==> config.mk <==
export PLATFORM = sky130hd
export DESIGN_NAME = spi_xfer_fifo_flat
export DESIGN_NICKNAME = d
export VERILOG_FILES = /design/src/rtl/spi_xfer_fifo_if.sv /design/src/rtl/spi_xfer_fifo.sv /design/src/flat_wrapper.sv
export SDC_FILE = /design/constraint.sdc
export NUM_CORES = 1
export LEC_CHECK = 0
export CORE_MARGIN = 2
export CORE_UTILIZATION = 57
export DETAILED_ROUTE_END_ITERATION = 12
export PLACE_DENSITY = 0.82
export SLEW_MARGIN = 15
export SYNTH_ARGS = -nofsm -noshare
export SYNTH_HDL_FRONTEND = slang
export SYNTH_SLANG_ARGS = --single-unit
==> constraint.sdc <==
create_clock -name clk -period 3.2 [get_ports clk]
set_input_delay 0.32 -clock clk [delete_from_list [all_inputs] [get_ports clk]]
set_output_delay 0.32 -clock clk [all_outputs]
set_load 0.05 [all_outputs]
==> src/rtl/spi_xfer_fifo_if.sv <==
// spi_xfer_fifo_if
// Bundles the CPU-side FIFO access, the sticky status flags and the SPI
// engine handshake of spi_xfer_fifo. The slave modport is the FIFO block
// itself; the master modport is its environment (register logic + engine).
interface spi_xfer_fifo_if #(
  parameter int D_WIDTH = 8,
  parameter int AW      = 3
);
  logic               tx_wr_en;
  logic [D_WIDTH-1:0] tx_wdata;
  logic               tx_full;
  logic [AW:0]        tx_level;
  logic               rx_rd_en;
  logic [D_WIDTH-1:0] rx_rdata;
  logic               rx_empty;
  logic [AW:0]        rx_level;
  logic               clr_flags;
  logic               tx_ovf;
  logic               rx_ovf;
  logic               xfer_err;
  logic               idle;
  logic               core_enable;
  logic [D_WIDTH-1:0] core_tx_data;
  logic               core_busy;
  logic [D_WIDTH-1:0] core_rx_data;

  modport slave (
    input  tx_wr_en, tx_wdata, rx_rd_en, clr_flags, core_busy, core_rx_data,
    output tx_full, tx_level, rx_rdata, rx_empty, rx_level,
           tx_ovf, rx_ovf, xfer_err, idle, core_enable, core_tx_data
  );

  modport master (
    output tx_wr_en, tx_wdata, rx_rd_en, clr_flags, core_busy, core_rx_data,
    input  tx_full, tx_level, rx_rdata, rx_empty, rx_level,
           tx_ovf, rx_ovf, xfer_err, idle, core_enable, core_tx_data
  );
endinterface

==> src/rtl/spi_xfer_fifo.sv <==
// spi_xfer_fifo
// Byte-stream front end for the SPI shift engine: a TX FIFO filled by the
// CPU, an FSM that runs one engine transfer per queued byte (start pulse,
// wait for busy to rise, wait for busy to fall, capture), and an RX FIFO
// drained by the CPU. Overflows are reported as sticky flags.
// Optional feature: define SPI_XFER_TIMEOUT_EN to abandon a transfer whose
// engine never raises busy, reporting it on xfer_err. Without it xfer_err
// is tied low and WAIT_BUSY waits indefinitely.
module spi_xfer_fifo #(
  parameter int D_WIDTH = 8,
  parameter int AW      = 3
) (
  input logic            clk,
  input logic            reset,
  spi_xfer_fifo_if.slave bus
);
  localparam int DEPTH = 1 << AW;
  localparam logic [AW:0]   LVL_ONE  = {{AW{1'b0}}, 1'b1};
  localparam logic [AW:0]   LVL_FULL = {1'b1, {AW{1'b0}}};
  localparam logic [AW-1:0] PTR_ONE  = {{(AW-1){1'b0}}, 1'b1};

  typedef enum logic [2:0] {
    S_IDLE      = 3'd0,
    S_START     = 3'd1,
    S_WAIT_BUSY = 3'd2,
    S_WAIT_DONE = 3'd3,
    S_CAPTURE   = 3'd4
  } state_t;

  state_t state, state_nxt;

  logic [D_WIDTH-1:0] tx_mem [DEPTH];
  logic [AW-1:0]      tx_wr_ptr, tx_rd_ptr;
  logic [AW:0]        tx_cnt;
  logic [D_WIDTH-1:0] rx_mem [DEPTH];
  logic [AW-1:0]      rx_wr_ptr, rx_rd_ptr;
  logic [AW:0]        rx_cnt;
  logic [D_WIDTH-1:0] rx_out;
  logic               core_en;
  logic [D_WIDTH-1:0] core_data;
  logic               tx_ovf_flag, rx_ovf_flag;

  logic tx_is_full, tx_is_empty, rx_is_full, rx_is_empty;
  logic tx_push, tx_pop, rx_push, rx_pop;

`ifdef SPI_XFER_TIMEOUT_EN
  logic [3:0] wait_cnt;
  logic       timeout_hit;
  logic       xfer_err_flag;
`endif

  assign tx_is_full  = (tx_cnt == LVL_FULL);
  assign tx_is_empty = (tx_cnt == {(AW+1){1'b0}});
  assign rx_is_full  = (rx_cnt == LVL_FULL);
  assign rx_is_empty = (rx_cnt == {(AW+1){1'b0}});

  // Full/empty are the pre-edge values, so a push into a full TX FIFO is
  // dropped even when the FSM pops in the same cycle (same for RX).
  assign tx_push = bus.tx_wr_en && !tx_is_full;
  assign tx_pop  = (state == S_IDLE) && !tx_is_empty;
  assign rx_push = (state == S_CAPTURE) && !rx_is_full;
  assign rx_pop  = bus.rx_rd_en && !rx_is_empty;

  // Next-state decode of the per-byte transfer sequencer
  always_comb begin
    state_nxt = state;
`ifdef SPI_XFER_TIMEOUT_EN
    timeout_hit = 1'b0;
`endif
    case (state)
      S_IDLE: begin
        if (tx_pop) state_nxt = S_START;
        else        state_nxt = S_IDLE;
      end
      S_START: state_nxt = S_WAIT_BUSY;
      S_WAIT_BUSY: begin
        if (bus.core_busy) state_nxt = S_WAIT_DONE;
`ifdef SPI_XFER_TIMEOUT_EN
        // wait_cnt is 0 in the first WAIT_BUSY cycle, so 14 here means the
        // counter would reach 15 at the end of the 15th waiting cycle.
        else if (wait_cnt == 4'd14) begin
          state_nxt   = S_IDLE;
          timeout_hit = 1'b1;
        end
`endif
        else state_nxt = S_WAIT_BUSY;
      end
      S_WAIT_DONE: begin
        if (bus.core_busy) state_nxt = S_WAIT_DONE;
        else               state_nxt = S_CAPTURE;
      end
      S_CAPTURE: state_nxt = S_IDLE;
      default:   state_nxt = S_IDLE;
    endcase
  end

  // State register, registered start pulse and the byte held for the engine
  always_ff @(posedge clk) begin
    if (reset) begin
      state     <= S_IDLE;
      core_en   <= 1'b0;
      core_data <= {D_WIDTH{1'b0}};
    end else begin
      state   <= state_nxt;
      core_en <= (state_nxt == S_START);
      if (tx_pop) core_data <= tx_mem[tx_rd_ptr];
      else        core_data <= core_data;
    end
  end

  // TX storage: write the pushed byte at the write pointer
  always_ff @(posedge clk) begin
    if (tx_push) tx_mem[tx_wr_ptr] <= bus.tx_wdata;
  end

  // TX pointers and occupancy
  always_ff @(posedge clk) begin
    if (reset) begin
      tx_wr_ptr <= {AW{1'b0}};
      tx_rd_ptr <= {AW{1'b0}};
      tx_cnt    <= {(AW+1){1'b0}};
    end else begin
      if (tx_push) tx_wr_ptr <= tx_wr_ptr + PTR_ONE;
      if (tx_pop)  tx_rd_ptr <= tx_rd_ptr + PTR_ONE;
      case ({tx_push, tx_pop})
        2'b10:   tx_cnt <= tx_cnt + LVL_ONE;
        2'b01:   tx_cnt <= tx_cnt - LVL_ONE;
        default: tx_cnt <= tx_cnt;
      endcase
    end
  end

  // RX storage: capture the engine byte at the write pointer
  always_ff @(posedge clk) begin
    if (rx_push) rx_mem[rx_wr_ptr] <= bus.core_rx_data;
  end

  // RX pointers, occupancy and the registered read-data port
  always_ff @(posedge clk) begin
    if (reset) begin
      rx_wr_ptr <= {AW{1'b0}};
      rx_rd_ptr <= {AW{1'b0}};
      rx_cnt    <= {(AW+1){1'b0}};
      rx_out    <= {D_WIDTH{1'b0}};
    end else begin
      if (rx_push) rx_wr_ptr <= rx_wr_ptr + PTR_ONE;
      if (rx_pop) begin
        rx_rd_ptr <= rx_rd_ptr + PTR_ONE;
        rx_out    <= rx_mem[rx_rd_ptr];
      end
      case ({rx_push, rx_pop})
        2'b10:   rx_cnt <= rx_cnt + LVL_ONE;
        2'b01:   rx_cnt <= rx_cnt - LVL_ONE;
        default: rx_cnt <= rx_cnt;
      endcase
    end
  end

  // Sticky overflow flags; a clear wins over a same-cycle set
  always_ff @(posedge clk) begin
    if (reset || bus.clr_flags) begin
      tx_ovf_flag <= 1'b0;
      rx_ovf_flag <= 1'b0;
    end else begin
      if (bus.tx_wr_en && tx_is_full)          tx_ovf_flag <= 1'b1;
      if ((state == S_CAPTURE) && rx_is_full)  rx_ovf_flag <= 1'b1;
    end
  end

`ifdef SPI_XFER_TIMEOUT_EN
  // Count cycles spent waiting for the engine to acknowledge a start
  always_ff @(posedge clk) begin
    if (reset)                      wait_cnt <= 4'd0;
    else if (state != S_WAIT_BUSY)  wait_cnt <= 4'd0;
    else                            wait_cnt <= wait_cnt + 4'd1;
  end

  // Sticky start-timeout flag; a clear wins over a same-cycle set
  always_ff @(posedge clk) begin
    if (reset || bus.clr_flags) xfer_err_flag <= 1'b0;
    else if (timeout_hit)       xfer_err_flag <= 1'b1;
    else                        xfer_err_flag <= xfer_err_flag;
  end

  assign bus.xfer_err = xfer_err_flag;
`else
  assign bus.xfer_err = 1'b0;
`endif

  assign bus.tx_full      = tx_is_full;
  assign bus.tx_level     = tx_cnt;
  assign bus.rx_empty     = rx_is_empty;
  assign bus.rx_level     = rx_cnt;
  assign bus.rx_rdata     = rx_out;
  assign bus.tx_ovf       = tx_ovf_flag;
  assign bus.rx_ovf       = rx_ovf_flag;
  assign bus.idle         = (state == S_IDLE) && tx_is_empty;
  assign bus.core_enable  = core_en;
  assign bus.core_tx_data = core_data;
endmodule

==> src/flat_wrapper.sv <==
// flat-port wrapper written by rule: the top's interface ports become plain ports
module spi_xfer_fifo_flat 
#(
  parameter int D_WIDTH = 8,
  parameter int AW      = 3
)
  (clk, reset, bus_tx_wr_en, bus_tx_wdata, bus_rx_rd_en, bus_clr_flags, bus_core_busy, bus_core_rx_data, bus_tx_full, bus_tx_level, bus_rx_rdata, bus_rx_empty, bus_rx_level, bus_tx_ovf, bus_rx_ovf, bus_xfer_err, bus_idle, bus_core_enable, bus_core_tx_data);
  spi_xfer_fifo_if #(.D_WIDTH(D_WIDTH), .AW(AW)) bus_i ();
  input logic clk;
  input logic reset;
  input wire logic [$bits(bus_i.tx_wr_en)-1:0] bus_tx_wr_en;
  input wire logic [$bits(bus_i.tx_wdata)-1:0] bus_tx_wdata;
  input wire logic [$bits(bus_i.rx_rd_en)-1:0] bus_rx_rd_en;
  input wire logic [$bits(bus_i.clr_flags)-1:0] bus_clr_flags;
  input wire logic [$bits(bus_i.core_busy)-1:0] bus_core_busy;
  input wire logic [$bits(bus_i.core_rx_data)-1:0] bus_core_rx_data;
  output wire logic [$bits(bus_i.tx_full)-1:0] bus_tx_full;
  output wire logic [$bits(bus_i.tx_level)-1:0] bus_tx_level;
  output wire logic [$bits(bus_i.rx_rdata)-1:0] bus_rx_rdata;
  output wire logic [$bits(bus_i.rx_empty)-1:0] bus_rx_empty;
  output wire logic [$bits(bus_i.rx_level)-1:0] bus_rx_level;
  output wire logic [$bits(bus_i.tx_ovf)-1:0] bus_tx_ovf;
  output wire logic [$bits(bus_i.rx_ovf)-1:0] bus_rx_ovf;
  output wire logic [$bits(bus_i.xfer_err)-1:0] bus_xfer_err;
  output wire logic [$bits(bus_i.idle)-1:0] bus_idle;
  output wire logic [$bits(bus_i.core_enable)-1:0] bus_core_enable;
  output wire logic [$bits(bus_i.core_tx_data)-1:0] bus_core_tx_data;
  assign bus_i.tx_wr_en = bus_tx_wr_en;
  assign bus_i.tx_wdata = bus_tx_wdata;
  assign bus_i.rx_rd_en = bus_rx_rd_en;
  assign bus_i.clr_flags = bus_clr_flags;
  assign bus_i.core_busy = bus_core_busy;
  assign bus_i.core_rx_data = bus_core_rx_data;
  assign bus_tx_full = bus_i.tx_full;
  assign bus_tx_level = bus_i.tx_level;
  assign bus_rx_rdata = bus_i.rx_rdata;
  assign bus_rx_empty = bus_i.rx_empty;
  assign bus_rx_level = bus_i.rx_level;
  assign bus_tx_ovf = bus_i.tx_ovf;
  assign bus_rx_ovf = bus_i.rx_ovf;
  assign bus_xfer_err = bus_i.xfer_err;
  assign bus_idle = bus_i.idle;
  assign bus_core_enable = bus_i.core_enable;
  assign bus_core_tx_data = bus_i.core_tx_data;
  spi_xfer_fifo #(.D_WIDTH(D_WIDTH), .AW(AW)) u_core (.clk(clk), .reset(reset), .bus(bus_i));
endmodule
=== Word level (Yosys, flattened, before mapping) ===
Memory sizes are Yosys's and may differ from the RTL's. A register that Yosys moved wholly into a read port is not among the register bits.
Cells that the tools add are included.

* Logic and storage cells: 58
* Input port bits: 22
* Bits in writable memories: 128
* Memories: 2
* Bits in registers: 26

{| class="wikitable"
|+ Memory list
! memory !! words !! width !! rd ports !! clocked after Yosys merged registers in !! wr ports !! line !! source
|-
| u_core.rx_mem || 8 || 8 || 1 || 1 || 1 || spi_xfer_fifo.sv:35 || <nowiki>logic [D_WIDTH-1:0] rx_mem [DEPTH];</nowiki>
|-
| u_core.tx_mem || 8 || 8 || 1 || 1 || 1 || spi_xfer_fifo.sv:32 || <nowiki>logic [D_WIDTH-1:0] tx_mem [DEPTH];</nowiki>
|}

* Equality and inequality tests: 11
* Mux-type cells: 10
* Reductions and logical operators: 17
* Add/subtract/negate cells: 8

{| class="wikitable"
|+ Operators with widths
! operator !! count
|-
| 4-bit one-hot mux with 2 select lines || 2
|-
| 3-bit by 1-bit adder with 3-bit output (second input constant) || 4
|-
| 3-bit one-hot mux with 4 select lines || 1
|-
| 4-bit by 1-bit adder with 4-bit output (second input constant) || 2
|-
| 4-bit equality test (second input constant) || 2
|-
| 4-bit logical NOT || 2
|-
| 4-bit by 1-bit subtractor with 4-bit output (second input constant) || 2
|-
| 1-bit logical AND || 7
|-
| 3-bit by 1-bit equality test with 1-bit output (second input constant) || 2
|-
| 3-bit by 2-bit equality test with 1-bit output (second input constant) || 2
|-
| 1-bit two-way mux || 6
|-
| 2-bit by 1-bit equality test with 1-bit output (second input constant) || 2
|-
| 2-bit equality test (second input constant) || 2
|-
| 1-bit logical NOT || 4
|-
| 2-bit nonzero test || 2
|-
| 3-bit equality test (second input constant) || 1
|-
| 3-bit logical NOT || 1
|-
| 3-bit two-way mux || 1
|-
| 1-bit logical OR || 1
|}

=== Longest topological paths before layout ===
Gate-level depths: netlist of the first run.

* Depth after elaboration: 6
* Mapped depth: 12
* Gate-level depth less buffers: 10

=== Worst setup path before layout of the first run ===
Ideal clock, no wire load.

* Path kind: register -> register
* Start: register u_core.tx_cnt[1], in the netlist u_core.bus.tx_level[1]
* End: register u_core.tx_cnt[3], in the netlist u_core.bus.tx_level[3]
* Path buffers: 4
* Period minus slack after synthesis: 2.924 ns
* Data arrival time: 2.803 ns
* Required time: 3.079 ns
* Setup time: 0.121 ns
* Cell stages (with the launch flop): 12
* Slack: 0.276 ns
* Cells stage by stage: dfxtp_1 buf_6 or4_4 and2_1 buf_6 buf_8 ha_1 clkbuf_1 nor4b_1 o21ai_0 o31ai_1 mux2_2

* Longest elaborated chain between the ends: 5
* Elaborated cells on any way between the ends: 12
* Those cells by class: add/sub: 2; eq/ne: 3; mux: 1; reduce/logical: 6

{| class="wikitable"
|+ RTL lines
! item !! line !! source
|-
| start: declaration || spi_xfer_fifo.sv:34 || <nowiki>logic [AW:0] tx_cnt;</nowiki>
|-
| start signal: assignment || spi_xfer_fifo.sv:121 || <nowiki>tx_cnt <= {(AW+1){1'b0}};</nowiki>
|-
| start signal: assignment || spi_xfer_fifo.sv:126 || <nowiki>2'b10: tx_cnt <= tx_cnt + LVL_ONE;</nowiki>
|-
| start signal: assignment || spi_xfer_fifo.sv:127 || <nowiki>2'b01: tx_cnt <= tx_cnt - LVL_ONE;</nowiki>
|-
| 4-bit logical NOT * || spi_xfer_fifo.sv:53 || <nowiki>assign tx_is_empty = (tx_cnt == {(AW+1){1'b0}});</nowiki>
|-
| 1-bit logical NOT * || spi_xfer_fifo.sv:60 || <nowiki>assign tx_pop = (state == S_IDLE) && !tx_is_empty;</nowiki>
|-
| 1-bit logical AND * || spi_xfer_fifo.sv:60 ||
|-
| net u_core.tx_pop || spi_xfer_fifo.sv:44 || <nowiki>logic tx_push, tx_pop, rx_push, rx_pop;</nowiki>
|-
| 2-bit by 1-bit equality test with 1-bit output / 2-bit equality test (equally long branches) || spi_xfer_fifo.sv:125 || <nowiki>case ({tx_push, tx_pop})</nowiki>
|-
| 4-bit one-hot mux with 2 select lines / 2-bit nonzero test (equally long branches) || - ||
|}

The timed path passes the listed nets; every way through them passes the cells marked *.
A chain may end at the register's enable or synchronous reset.

=== Worst setup path in the final report of the first run ===
* Start: register u_core.rx_cnt[0], in the netlist u_core.bus.rx_level[0]
* End: register u_core.rx_cnt[3], in the netlist u_core.bus.rx_level[3]

* Longest elaborated chain between the ends: 5
* Elaborated cells on any way between the ends: 12
* Those cells by class: add/sub: 2; eq/ne: 3; mux: 1; reduce/logical: 6

{| class="wikitable"
|+ RTL lines
! item !! line !! source
|-
| start: declaration || spi_xfer_fifo.sv:37 || <nowiki>logic [AW:0] rx_cnt;</nowiki>
|-
| start signal: assignment || spi_xfer_fifo.sv:143 || <nowiki>rx_cnt <= {(AW+1){1'b0}};</nowiki>
|-
| start signal: assignment || spi_xfer_fifo.sv:152 || <nowiki>2'b10: rx_cnt <= rx_cnt + LVL_ONE;</nowiki>
|-
| start signal: assignment || spi_xfer_fifo.sv:153 || <nowiki>2'b01: rx_cnt <= rx_cnt - LVL_ONE;</nowiki>
|-
| 4-bit equality test / 4-bit logical NOT (equally long branches) || spi_xfer_fifo.sv:54, spi_xfer_fifo.sv:55 ||
|-
| 1-bit logical NOT, on equally long branches || spi_xfer_fifo.sv:61, spi_xfer_fifo.sv:62 ||
|-
| 1-bit logical AND, on equally long branches || spi_xfer_fifo.sv:61, spi_xfer_fifo.sv:62 ||
|-
| 2-bit by 1-bit equality test with 1-bit output / 2-bit equality test (equally long branches) || spi_xfer_fifo.sv:151 || <nowiki>case ({rx_push, rx_pop})</nowiki>
|-
| 4-bit one-hot mux with 2 select lines / 2-bit nonzero test (equally long branches) || - ||
|}

Several ways; a longest one is shown, not always the timed one.

==> impl_metrics.py, run 1 <==
metrics = {
    "status": {
        "status": "finished clean",
    },
    "finish": {
        "final_common_cell": "edfxtp_1",
        "stdcell_count": 630,
        "layout_common_cells": "128 x edfxtp_1, 51 x clkdlybuf4s50_1, 43 x nor2_1, 42 x dfxtp_1, 32 x mux4_2",
        "n_fill_cell": 734,
        "diodes": 0,
        "finalNetCount": 507,
        "synthToLayoutAreaGrowth_pct": 19.9,
        "drive_gt1_share_pct": 18.3,
    },
    "place": {
        "dp_cells": 598,
        "dp_slack_ns": 0.407,
        "dpl.hpwl_um": 7580,
        "gp_congestion": 0.768,
        "port_buffers": 51,
    },
    "timing": {
        "rsz0062_at_grt": "no",
        "setup_viol": 0,
        "finClkSkew_ns": 0.0234,
        "tightest_slew_ns": 0.865,
        "max_clock_freq_mhz": 349,
        "period_share_pct": 89.4,
        "tns_ns": 0,
        "min_period_ns": 2.86,
        "worst_slack_ns": 0.338,
        "relSlewSlack_pct": 42.1,
        "drv_slew": 0,
        "hold_violations": 0,
    },
    "routing": {
        "drc": 0,
        "routed_wl_um": 12600,
        "drtPass1Iterations": 4,
        "routed_via_density": 6.01,
        "wire_per_inst_um": 20.0,
        "routed-via-count": 3784,
        "detail-route-antenna-nets": 0,
        "drtIter0Drc": 337,
    },
    "flow_run": {
        "maxCapViolations": 0,
    },
    "synth": {
        "synth-edff-count": 128,
        "yosysSeqAreaShare_pct": 70.5,
        "synth.largest_area_cell": "edfxtp_1",
        "async_reset_ff_share_pct": 0,
        "synth_top_cells_by_area": "edfxtp_1 58%, dfxtp_1 13%, mux4_2 11%, nor2_1 2.4%, nor3_1 2.0%",
        "syn_avg_cell_area_um2": 16.3,
        "yosys_most_used_dff": "edfxtp_1",
        "synth_nets": 441,
        "netlist_instances": 408,
        "syn_area_um2": 6650,
        "synth_top_area_share_pct": 57.8,
        "synth_warnings": 0,
        "ys_seq_elements": 170,
        "synth_cell_types": 45,
    },
    "floorplanning": {
        "die_x_um": 112,
        "dieArea_um2": 12500,
        "io_pins": 53,
        "initial_core_util_pct": 58.2,
        "rows": 39,
        "core_um2": 11400,
        "die_h_um": 112,
    },
    "worst_setup_path": {
        "path_class": "reg2reg",
        "timing.critical_path.required_ns": 3.56,
        "path_cells": "or4b_1 -> and3_4 -> inv_2 -> ha_1 -> ha_1 -> a21oi_1 -> a21oi_1 -> or4_1 -> a21oi_1",
        "cpPeakStageDelay_ns": 0.62,
        "cp_slowest_cell": "or4b_1",
        "cp-end-kind": "register",
        "crit_path_frequent_cell": "a21oi_1",
        "worstPathArrival_ns": 3.23,
        "crit_fanout": 7,
        "ff2ff_path_depth": 9,
        "worst_setup_path_start_kind": "register",
    },
    "worst_hold_path": {
        "whs_path_depth": 2,
        "hold_class": "in2reg",
    },
    "global_route": {
        "grt_max_degree": 30,
        "grt-ovfl-total": 0,
        "globalRouteMet2Util_pct": 32.8,
        "use_met1_pct": 28.8,
        "grt_pass1_vias": 3760,
        "use_met3_pct": 5.77,
        "grt_use_total_pct": 21.4,
        "grt-busiest-layer": "met2",
        "antenna_found_initial": 0,
        "grt_pass1_wl_um": 19800,
    },
    "power": {
        "intPower_mw": 4.34,
        "max-vdd-ir-drop_uv": 603,
        "clkPwrFrac_pct": 34.6,
        "combPwrFrac_pct": 22.8,
        "power_mw": 6.17,
        "pwr_density_cell_nw_per_um2": 774,
        "swShare_pct": 29.7,
        "p_seq_share_pct": 42.7,
        "power_leakage_nw": 2.62,
        "switchingPower_mw": 1.83,
    },
    "cts": {
        "cts_hold_buffers": 0,
        "cts_tree": "built",
        "clock_latency_ns": 0.43,
        "cts_setup_buffers": 0,
        "cts_made_buffers": 17,
        "clockRootBuffer": "clkbuf_16",
        "clk_pin_slew_ns": 0.07,
        "cts_repair_resize_count": 0,
        "htreeDepth": 4,
        "clockBufferDepth": 2,
        "clock_sinks": 170,
    },
}
power groups by stage:
| stage | logic, mW | clock network, mW | registers (mW) |
|---|---|---|---|
| 2_1_floorplan | 0.874 | 0 | 2.85 |
| 3_3_place_gp | 1.36 | 0 | 2.67 |
| 3_5_place_dp | 1.39 | 0 | 2.68 |
| 4_1_cts | 1.41 | 2.17 | 2.63 |
| 5_1_grt | 1.51 | 2.26 | 2.65 |
| 6_report | 1.40 | 2.13 | 2.63 |
kinds of logic after synthesis:
| family | Yosys count | share of synthesized area [%] |
|---|---|---|
| other | 1 | 0.0564 |
| adders and majority gates | 11 | 2.18 |
| and+or+nand+nor | 115 | 8.58 |
| buffers and inverters | 29 | 2.32 |
| xor gates and xnor gates | 13 | 1.71 |
| DFF | 170 | 70.5 |
| AOI/OAI and AO/OA | 33 | 3.20 |
| muxes | 36 | 11.5 |
cell type report:
| type | count | area (µm²) | area share (%) |
|---|---|---|---|
| Clock buffer | 17 | 425 | 5.34 |
| Clock inverter | 15 | 198 | 2.48 |
| Inverter | 7 | 26.3 | 0.330 |
| Multi-Input combinational cell | 209 | 1810 | 22.7 |
| Sequential cell | 170 | 4680 | 58.8 |
| Tap cell | 143 | 179 | 2.25 |
| Timing Repair Buffer | 69 | 646 | 8.10 |
state kept, by name, indices dropped and copies added (netlist names), 3 cells and up:
register,flops
u_core.bus.core_tx_data,8
u_core.bus.rx_level,4
u_core.bus.rx_rdata,8
u_core.bus.tx_level,4
u_core.rx_mem,64
u_core.rx_rd_ptr,3
u_core.rx_wr_ptr,3
u_core.state,3
u_core.tx_mem,64
u_core.tx_rd_ptr,3
u_core.tx_wr_ptr,3
synth_stat cells, types with 2 or more instances:
master	count
buf_4	3
dfxtp_1	42
nor2b_1	3
nor4_1	6
nand2b_1	5
ha_1	10
mux2i_1	3
buf_6	2
buf_1	2
o21ai_0	3
nand3_1	7
mux4_2	32
clkbuf_1	8
xnor2_1	4
nand2_1	10
buf_2	5
nor3_1	27
or4b_1	2
nor2_1	43
xor2_1	9
a21oi_1	10
o31ai_1	2
o22ai_1	16
edfxtp_1	128
inv_1	6
critical path, delay by kind of cell, from the launching register on:
family                     cells  cell delay, ns
adders and majority gates      2            0.48
DFF                            1            0.38
buffers and inverters          1            0.11
AOI/OAI and AO/OA              3            0.47
and+or+nand+nor                3            1.34
worst paths after layout:
check	start	endpoint	slack, ns
max	u_core.bus.rx_level[0]	u_core.bus.rx_level[3]	0.34
min	bus_clr_flags	u_core.bus.rx_ovf	0.46
max reg2reg	u_core.bus.rx_level[0]	u_core.bus.rx_level[3]	0.34
min reg2reg	u_core.bus.rx_ovf	u_core.bus.rx_ovf	0.50
per-layer routing:
metal,part of all wire (%),routed length (µm),up-vias
li1,-,-,1718
met1,43,5430,1894
met2,49,6110,148
met3,6.2,786,24
met4,2.0,255,0
met5,0,0,-
stage by stage:
stage                     hold WS, ns  instance area (µm²)  utilization [%]
final                           0.460                 7970             69.8
after global routing            0.481                 7970             69.8
after CTS                       0.453                 7970             69.8
after detailed placement        0.481                 7340             64.3
after global placement          0.479                 7340             64.3
after floorplan                 0.397                 6650                -
Power figures use the tool's default switching activity.
==> inputs of run 2 (changes only) <==
--- a/config.mk
+++ b/config.mk
@@ -8,6 +8,7 @@
 export CORE_MARGIN = 2
 export CORE_UTILIZATION = 57
 export DETAILED_ROUTE_END_ITERATION = 12
+export GPL_TIMING_DRIVEN = 0
 export PLACE_DENSITY = 0.82
 export SLEW_MARGIN = 15
 export SYNTH_ARGS = -nofsm -noshare
==> run 2 against run 1 <==
Critical path depth up 2. Hold slack worse by 0.25 ns. Register-to-register slack worse by 0.07 ns. Clock-buffer cell count unchanged. Design area up 0.44%. Wire length up 15%. Final cell count up 0.95%. Combinational power up 10%. Critical endpoint is now u_core.bus.tx_level[3].
==> impl_metrics.py, run 2 (same netlist as run 1, synthesis figures left out) <==
metrics = {
    "place": {
        "dpl_cell_area_um2": 7400,
        "gp_congestion": 0.754,
        "port_buffers": 50,
        "dpl.hpwl_um": 8830,
    },
    "routing": {
        "drtIter0Drc": 474,
        "routed_via_density": 6.25,
        "routed-via-count": 3972,
        "detail-route-antenna-nets": 0,
        "routed_wl_um": 14500,
        "wire_per_inst_um": 22.7,
        "drc": 0,
        "drtPass1Iterations": 5,
    },
    "worst_setup_path": {
        "reg2reg_slack_ns": 0.27,
        "cp_slowest_cell": "or4_4",
        "path_class": "reg2reg",
        "cp-end-kind": "register",
        "crit_path_frequent_cell": "buf_6",
        "worst_setup_path_start_kind": "register",
        "timing.critical_path.required_ns": 3.52,
        "worstPathArrival_ns": 3.25,
        "cpPeakStageDelay_ns": 0.51,
        "crit_fanout": 11,
        "path_cells": "buf_6 -> or4_4 -> and2_1 -> buf_6 -> buf_8 -> ha_1 -> clkbuf_1 -> nor4b_1 -> o21ai_0 -> o31ai_1 -> mux2_2",
        "timing.rr.end": "u_core.bus.tx_level[3]",
        "ff2ff_path_depth": 11,
        "reg2reg_from": "u_core.bus.tx_level[1]",
    },
    "cts": {
        "cts_repair_resize_count": 0,
        "clk_pin_slew_ns": 0.07,
        "clockRootBuffer": "clkbuf_16",
        "clock_latency_ns": 0.43,
        "clock_sinks": 170,
        "cts_tree": "built",
        "cts_setup_buffers": 0,
        "clockBufferDepth": 2,
        "htreeDepth": 4,
        "cts_hold_buffers": 0,
        "cts_made_buffers": 17,
    },
    "power": {
        "combPwrFrac_pct": 24.9,
        "power_leakage_nw": 2.62,
        "clkPwrFrac_pct": 32.9,
        "p_seq_share_pct": 42.2,
        "swShare_pct": 32.3,
        "pwr_density_cell_nw_per_um2": 772,
        "switchingPower_mw": 2.00,
        "max-vdd-ir-drop_uv": 828,
        "intPower_mw": 4.18,
    },
    "floorplanning": {
        "die_h_um": 112,
        "initial_core_util_pct": 58.2,
        "dieArea_um2": 12500,
        "core_um2": 11400,
        "io_pins": 53,
        "die_x_um": 112,
        "rows": 39,
    },
    "finish": {
        "drive_gt1_share_pct": 19.5,
        "fin_area_um2": 8000,
        "reg_top3": "u_core.rx_mem (64), u_core.tx_mem (64)",
        "final_common_cell": "edfxtp_1",
        "diodes": 0,
        "finalNetCount": 513,
        "synthToLayoutAreaGrowth_pct": 20.4,
        "layout_common_cells": "128 x edfxtp_1, 50 x clkdlybuf4s50_1, 43 x nor2_1, 42 x dfxtp_1, 32 x mux4_2",
    },
    "timing": {
        "drv_slew": 0,
        "holdWs_ns": 0.215,
        "tns_ns": 0,
        "period_share_pct": 91.5,
        "setup_viol": 0,
        "max_clock_freq_mhz": 341,
        "min_period_ns": 2.93,
        "rsz0062_at_grt": "no",
        "finClkSkew_ns": 0.0135,
        "tightest_slew_ns": 1.05,
        "relSlewSlack_pct": 29.5,
        "hold_violations": 0,
    },
    "global_route": {
        "grt_use_total_pct": 24.3,
        "grt_pass1_wl_um": 22600,
        "grt_max_degree": 20,
        "antenna_found_initial": 0,
        "grt_pass1_vias": 4188,
        "grt-ovfl-total": 0,
    },
    "worst_hold_path": {
        "hold_class": "in2reg",
        "hold-path-endpoint": "u_core.bus.core_enable",
        "hold_path_startpoint": "reset",
        "whs_path_depth": 2,
    },
    "flow_run": {
        "maxCapViolations": 0,
    },
    "status": {
        "status": "finished clean",
    },
}
[run 2: stage by stage]
stage | power, mW | utilization, % | setup WS (ns) | instances
final | 6.18 | 70.1 | 0.271 | 636
after global routing | 6.38 | 70.1 | 0.0926 | 636
after CTS | 6.18 | 70.1 | 0.261 | 636
after detailed placement | 4.16 | 64.8 | 0.286 | 604
after global placement | 4.09 | 64.2 | 0.359 | 601
after floorplan | 3.72 | - | 0.276 | 408
[run 2: layer usage]
layer	vias to the layer above	wire length [µm]	track usage [%]
li1	1723	-	-
met1	1988	5580	31.5
met2	230	7300	39.3
met3	31	1200	6.31
met4	0	378	10.8
met5	-	0	0
[run 2: final cells by class]
class                      count  area, µm²
inverter                       7       26.3
fill                         697       3420
buffer                        22        128
clock inverter                15        175
timing repair buffer          53        523
sequential                   170       4680
clock buffer                  17        425
multi-input combinational    209       1860
tap                          143        179
[run 2: worst max path at each step]
stage	from	end	slack, ns	cells past startpoint
floorplan	u_core.bus.tx_level[1]	u_core.bus.tx_level[3]	0.28	11
global placement	bus_tx_wr_en	u_core.tx_mem[0][4]	0.36	3
detailed placement	u_core.bus.tx_level[1]	u_core.bus.tx_level[3]	0.29	11
CTS	u_core.bus.tx_level[1]	u_core.bus.tx_level[3]	0.26	11
global route	u_core.bus.rx_level[0]	u_core.bus.rx_level[3]	0.09	9
finish	u_core.bus.tx_level[1]	u_core.bus.tx_level[3]	0.27	11
[run 2: worst max-delay path: cells and delay by family (launching register included)]
family                     cells  cell delay (ns)
adders and majority gates      1             0.29
muxes                          1             0.36
AOI/OAI and AO/OA              2             0.21
DFF                            1             0.33
buffers and inverters          4             0.60
and+or+nand+nor                3             1.04
[run 2: power by group through the flow]
stage | Sequential [mW] | Clock (mW) | Combinational (mW)
final | 2.61 | 2.03 | 1.54
after global routing | 2.63 | 2.11 | 1.64
after CTS | 2.61 | 2.04 | 1.53
after detailed placement | 2.65 | 0 | 1.51
after global placement | 2.64 | 0 | 1.45
after floorplan | 2.85 | 0 | 0.874
